[src/rtl/vedic_pkg.sv]
// rtl/vedic_pkg.sv - shared widths and state encoding for the Vedic MAC back end
package vedic_pkg;

  localparam int PROD_W_DEF = 8;
  localparam int ACC_W_DEF  = 16;
  localparam int CNT_W_DEF  = 8;

  // Encoding 2'd3 is unused and steers back to IDLE.
  typedef enum logic [1:0] {
    IDLE  = 2'd0,
    ACCUM = 2'd1,
    HOLD  = 2'd2
  } state_t;

endpackage

[src/rtl/vedic_sat_add.sv]
// rtl/vedic_sat_add.sv - unsigned accumulator + product add that clips at all-ones
import vedic_pkg::*;

module vedic_sat_add #(
  parameter int ACC_W  = ACC_W_DEF,
  parameter int PROD_W = PROD_W_DEF
) (
  input  logic [ACC_W-1:0]  acc,
  input  logic [PROD_W-1:0] prod,
  output logic [ACC_W-1:0]  sum,
  output logic              overflow
);

  logic [ACC_W:0] wide;

  // One extra carry bit decides whether the true sum fits in ACC_W bits.
  always_comb begin
    wide     = {1'b0, acc} + {{(ACC_W + 1 - PROD_W){1'b0}}, prod};
    overflow = wide[ACC_W];
    sum      = overflow ? '1 : wide[ACC_W-1:0];
  end

endmodule

[src/rtl/vedic_mac_accum.sv]
// rtl/vedic_mac_accum.sv - framed saturating accumulator behind the 4x4 Vedic multiplier
import vedic_pkg::*;

module vedic_mac_accum #(
  parameter int PROD_W = PROD_W_DEF,
  parameter int ACC_W  = ACC_W_DEF,
  parameter int CNT_W  = CNT_W_DEF
) (
  input  logic              clk,
  input  logic              rst,
  input  logic              clear,
  input  logic              in_valid,
  output logic              in_ready,
  input  logic [PROD_W-1:0] in_prod,
  input  logic              in_last,
  output logic              out_valid,
  input  logic              out_ready,
  output logic [ACC_W-1:0]  out_acc,
  output logic [CNT_W-1:0]  out_count,
  output logic              out_sat
);

  state_t            state;
  state_t            next_state;
  logic [ACC_W-1:0]  acc;
  logic [CNT_W-1:0]  count;
  logic              sat;

  logic              accept;
  logic              handshake;
  logic              illegal;
  logic [ACC_W-1:0]  base_acc;
  logic [CNT_W-1:0]  base_cnt;
  logic              base_sat;
  logic [ACC_W-1:0]  add_sum;
  logic              add_ovf;

  assign accept    = in_valid && in_ready;
  assign handshake = out_valid && out_ready;
  assign illegal   = (state == state_t'(2'd3));

  // A beat taken in IDLE opens a fresh frame regardless of what the registers hold.
  assign base_acc = (state == IDLE) ? '0 : acc;
  assign base_cnt = (state == IDLE) ? '0 : count;
  assign base_sat = (state == IDLE) ? 1'b0 : sat;

  vedic_sat_add #(
    .ACC_W  (ACC_W),
    .PROD_W (PROD_W)
  ) u_sat_add (
    .acc      (base_acc),
    .prod     (in_prod),
    .sum      (add_sum),
    .overflow (add_ovf)
  );

  // State register; reset and clear both return to IDLE.
  always_ff @(posedge clk) begin
    if (rst) begin
      state <= IDLE;
    end else begin
      state <= next_state;
    end
  end

  // Next-state and handshake outputs; HOLD blocks input until the result is taken.
  always_comb begin
    next_state = state;
    in_ready   = 1'b0;
    out_valid  = 1'b0;
    case (state)
      IDLE: begin
        in_ready = !clear;
        if (in_valid && !clear) begin
          next_state = in_last ? HOLD : ACCUM;
        end
      end
      ACCUM: begin
        in_ready = !clear;
        if (in_valid && !clear && in_last) begin
          next_state = HOLD;
        end
      end
      HOLD: begin
        out_valid = 1'b1;
        if (out_ready) begin
          next_state = IDLE;
        end
      end
      default: next_state = IDLE;
    endcase
    if (clear) begin
      next_state = IDLE;
    end
  end

  // Frame registers: zeroed on any frame end, updated on each accepted beat.
  always_ff @(posedge clk) begin
    if (rst) begin
      acc   <= '0;
      count <= '0;
      sat   <= 1'b0;
    end else if (clear || handshake || illegal) begin
      acc   <= '0;
      count <= '0;
      sat   <= 1'b0;
    end else if (accept) begin
      acc   <= add_sum;
      count <= (base_cnt == '1) ? base_cnt : base_cnt + CNT_W'(1);
      sat   <= base_sat | add_ovf;
    end
  end

  assign out_acc   = acc;
  assign out_count = count;
  assign out_sat   = sat;

endmodule

[config.mk]
export PLATFORM = sky130hd
export DESIGN_NAME = vedic_mac_accum
export DESIGN_NICKNAME = d
export VERILOG_FILES = /design/src/rtl/vedic_pkg.sv /design/src/rtl/vedic_sat_add.sv /design/src/rtl/vedic_mac_accum.sv
export SDC_FILE = /design/constraint.sdc
export NUM_CORES = 1
export LEC_CHECK = 0
export BUFFER_PORTS_ARGS = -buffer_cell sky130_fd_sc_hd__buf_2
export CAP_MARGIN = 20
export CORE_AREA = 8 8 72 74
export DETAILED_ROUTE_END_ITERATION = 10
export DIE_AREA = 0 0 80 82
export PLACE_DENSITY = 0.67
export SLEW_MARGIN = 20
export SYNTH_ARGS = -nofsm -noshare
export SYNTH_HDL_FRONTEND = slang
export SYNTH_SLANG_ARGS = --single-unit
[constraint.sdc]
create_clock -name clk -period 6.15 [get_ports clk]
set_clock_uncertainty 0.05 [all_clocks]
set_input_delay 0.615 -clock clk [delete_from_list [all_inputs] [get_ports clk]]
set_output_delay 0.615 -clock clk [all_outputs]
set_load 0.05 [all_outputs]
Yosys cells after proc, flatten, opt, wreduce, memory -nomap -nowiden
Cells that the tools add are included.
W data, S select, Z words.
Storage, ports and cells
  register bits after elaboration: 27
  output and inout port bits: 27
Operators by class
  $add $sub $neg: 2
  equal/unequal tests: 7
  mux-type cells: 12
  bitwise operators: 1
  reductions and logical operators: 12
Operators with widths (number)
  $mux W16: 2
  $add A16 B8 Y17: 1
  $mux W8: 2
  $add A8 B1 Y8 const B: 1
  $eq A8 B8 Y1 const B: 1
  $mux W2: 4
  $pmux W2 S3: 1
  $reduce_or A2 Y1: 3
  $eq A2 B2 Y1 const B: 2
  $logic_and A1 B1 Y1: 4
  $ne A2 B2 Y1 const B: 2
  $mux W1: 3
  $reduce_and A3 Y1: 1
  $eq A2 B1 Y1 const B: 1
  $logic_not A2 Y1: 1
  $logic_or A1 B1 Y1: 2
  $ne A2 B1 Y1 const B: 1
  $logic_not A1 Y1: 1
  $or A1 B1 Y1: 1

Longest topological paths before layout
  word-level depth: 6
  gate-level depth with buffers: 12
  gate-level depth less buffers: 9

Hierarchy
A second synthesis with hierarchy kept.
Second synthesis, totals
  cell total of the unflattened synthesis: 245
  area total of the unflattened synthesis: 1914.3 sq um
By module, submodules not included
  vedic_mac_accum: instances 1, cells an instance 153, area an instance 1236.2 sq um, seq. area each 540.5 sq um
  vedic_sat_add: instances 1, cells an instance 92, area an instance 678.2 sq um, seq. area each 0.0 sq um

Least setup slack after synthesis
OpenSTA, ideal clock, no wires.
  path type: reg-to-reg
  start: register state[0]
  end: register acc[14], in the netlist out_acc[14]
  library setup time: 79 ps
  arrival time: 2852 ps
  path slack: 3169 ps
  stages on the path, launching flop included: 13
  clock period less this slack: 2981 ps
  cells stage by stage: dfxtp_1 -> buf_2 -> or2_2 -> clkbuf_1 -> and2_1 -> ha_1 -> fa_1 -> a211oi_2 -> nor2_1 -> a211o_1 -> buf_6 -> a41o_1 -> a211oi_2
On the way
  cells in the longest elaborated chain, start to end: 6
  elaborated cells between the ends (all ways): 15
  classes of those cells: 1 x add/sub; 3 x eq/ne; 4 x mux; 7 x reduce/logical
Ends and longest elaborated chain
  start, declared: RTL line vedic_mac_accum.sv:23  | state_t state;
  start signal, assigned: RTL line vedic_mac_accum.sv:62  | state <= next_state;
  parallel branches: the longest is 6 deep, another holds $add A16 B8 Y17
  end signal, assigned: RTL line vedic_mac_accum.sv:108  | acc <= add_sum;
  end, declared: RTL line vedic_mac_accum.sv:25  | logic [ACC_W-1:0] acc;
Parallel ways; which one is timed is not known.
A chain may end at the register's enable or synchronous reset.

Worst setup path after layout
  start: register state[0]
  end: register acc[15], in the netlist out_acc[15]
The elaborated chain is that of the path after synthesis.

==> results.txt <==
status - finished clean
Tot Pwr - 330 uW
Num Clock Sinks - 27
Die W - 80 um
period utilization - 60.9%
count leader, synth - dfxtp_1
GRT Util Overall - 14.4%
relative slew slack - 37.5%
Top FF cell, synth - dfxtp_1
Buffers on Ports - 40
Via density - 5.65
Async S/R FF share, synth - 0%
Max Freq - 267 MHz
Sw Share - 28.0%
detailed-placement wirelength estimate - 3440 um
global placement routability congestion - 0.875
Post-synth top cells - dfxtp_1, a21oi_1, nand2_1
Initial DRC Count - 132
fin nets - 280
worst vdd ir - 0.128 mV
dpl cell area - 2000 sq um
Synthesis Warnings - 0
drt wl/cell - 14.6 um
worst min-delay path class - flop to flop
# hold bufs at CTS - 0
Area Growth Syn to Fin - 15.2%
power share of the clock group - 31.4%
first-pass GRT wire length - 7640 um
Crit Path Category - flop to flop
FF/Latch Area - 541 sq um
Antenna Cells - 0
initial antenna violation count - 0
Core ar. - 4140 sq um
Seq/Total Area, Yosys - 30.4%
critical path launch point type - flop
CP Capture Type - flop
Least-Margin Pin Slew - 0.938 ns
Clock Tree Root - clkbuf_8
Post-Synthesis Cells - 219
vias - 1,735
fill cell count - 408
switching power - 92.4 uW
GR Overflow Total - 0
area of the multi-input gates - 1150 sq um
clk_lat worst skew - 0.28 ns
Area contributors post-synth - dfxtp_1, ha_1, a21oi_1
Syn Area/Cell - 8.12 sq um
Starting Density - 42.9%
Synth top area share - 30.4%
Synth area leader - dfxtp_1
Routed Antenna Nets - 0
Layout Cells excl Fill - 307
Site Rows - 24
vias in the first global route - 1,632
CP arrival - 3.82 ns
internal power - 238 uW
number of synthesized flops with an enable pin - 0
CP max FO - 14
area of the die - 6560 sq um
endpoints failing hold - 0
Die H - 82 um
Synth Cell Area - 1780 sq um
Reg power frac - 54.3%
clk slew on worst S/H paths - 0.09 ns
largest net degree at the start of global routing - 16
setup bufs post-CTS - 0
maxcap violations - 0
logic gate share of total power - 14.2%
Final min period - 3.75 ns
Pwr per Cell Area - 161 nW/um^2
Post-route DRC - 0
Final Cell Area - 2050 sq um
Synth cell types - 50
share of layout cells above drive strength 1 - 21.6%
Max Slew Vio Count - 0
total CTS buffers - 3
Resize count post-CTS - 0
CTS tree - yes
Leak Pwr - 0.000885 uW
flop2flop setup slack - 2.40 ns
syn nets - 243
Placed Cells incl. Taps - 303
first drt pass iteration count - 4
IO Count - 41
H-tree Lvls - 1
Req. time, crit path - 6.22 ns
setup tns final - 0 ns
final setup fails - 0
RSZ-0062 raised after global routing - no
fin util - 49.4%
synthesized flop and latch total - 27
CTS Buffer Depth - 2
total routed wirelength - 4490 um
## per-stage QoR
| step | setup WS (ns) | hold WS, ns |
|---|---|---|
| after floorplan | 3.17 | 0.536 |
| after CTS | 2.45 | 0.456 |
| after detailed placement | 2.50 | 0.433 |
| after global placement | 2.57 | 0.431 |
| final | 2.40 | 0.465 |
| after global routing | 2.20 | 0.475 |
## power groups by stage
stage / clock, uW / sequential, uW / combinational (uW)
6_report: 104 / 179 / 47.0
5_1_grt: 113 / 180 / 52.2
4_1_cts: 107 / 179 / 47.0
3_5_place_dp: 0 / 183 / 46.8
3_3_place_gp: 0 / 183 / 46.9
2_1_floorplan: 0 / 190 / 26.8
## per-layer routing
metal	global-route usage [%]	vias to the layer above	wire (um)
met5	0	-	0
met4	4.73	0	60
met3	4.27	8	223
met2	23.3	45	2100
met1	17.8	800	2100
li1	-	882	-
## worst max-delay path, stage by stage, from the launching register on
cell	delay (ns)
dfxtp_1	0.42
or2_2	0.42
and2_1	0.20
ha_1	0.22
fa_1	0.46
a211oi_2	0.31
nor2_1	0.09
a211o_1	0.43
a21oi_1	0.77
a221oi_1	0.21
## state kept, by name, summed over array words and instances, names as in the netlist
name       cells
out_acc       16
out_count      8
state          2
out_sat        1
## logic make-up (layout without fill, tap and decap cells)
logic type      Yosys count  after routing  synth area share (%)
compound gates           78             78                  29.3
xor+xnor                  9              9                  4.43
fa+ha+maj                10             10                  7.46
buf+inv                  18             54                  4.64
flops                    27             27                  30.4
mux                       1              1                 0.563
simple gates             76             76                  23.2
## path summary, 6_finish.rpt
check             startpoint           to  cells after the start
setup / recovery    state[0]  out_acc[15]                      9
setup reg to reg    state[0]  out_acc[15]                      9
hold reg to reg      out_sat      out_sat                      2
hold / removal       out_sat      out_sat                      2
## area by class of cell
class	count	area share, %
clock buffers	3	2.02
clock inverters	1	0.244
inverters	9	1.65
multi-input cells	174	56.4
flip-flops and latches	27	26.4
well taps	52	3.18
repair buffers	41	10.1
## placed cells by master (no fill, tap or decap), types with 7 or more instances in the layout
cell type and n:
o21ai_0 14, buf_2 40, nor2_1 16, ha_1 9
and2_1 12, inv_1 9, a31oi_1 7, nand2_1 18
dfxtp_1 27, a21oi_1 22
Note: power is estimated with default switching activity, not from simulation.
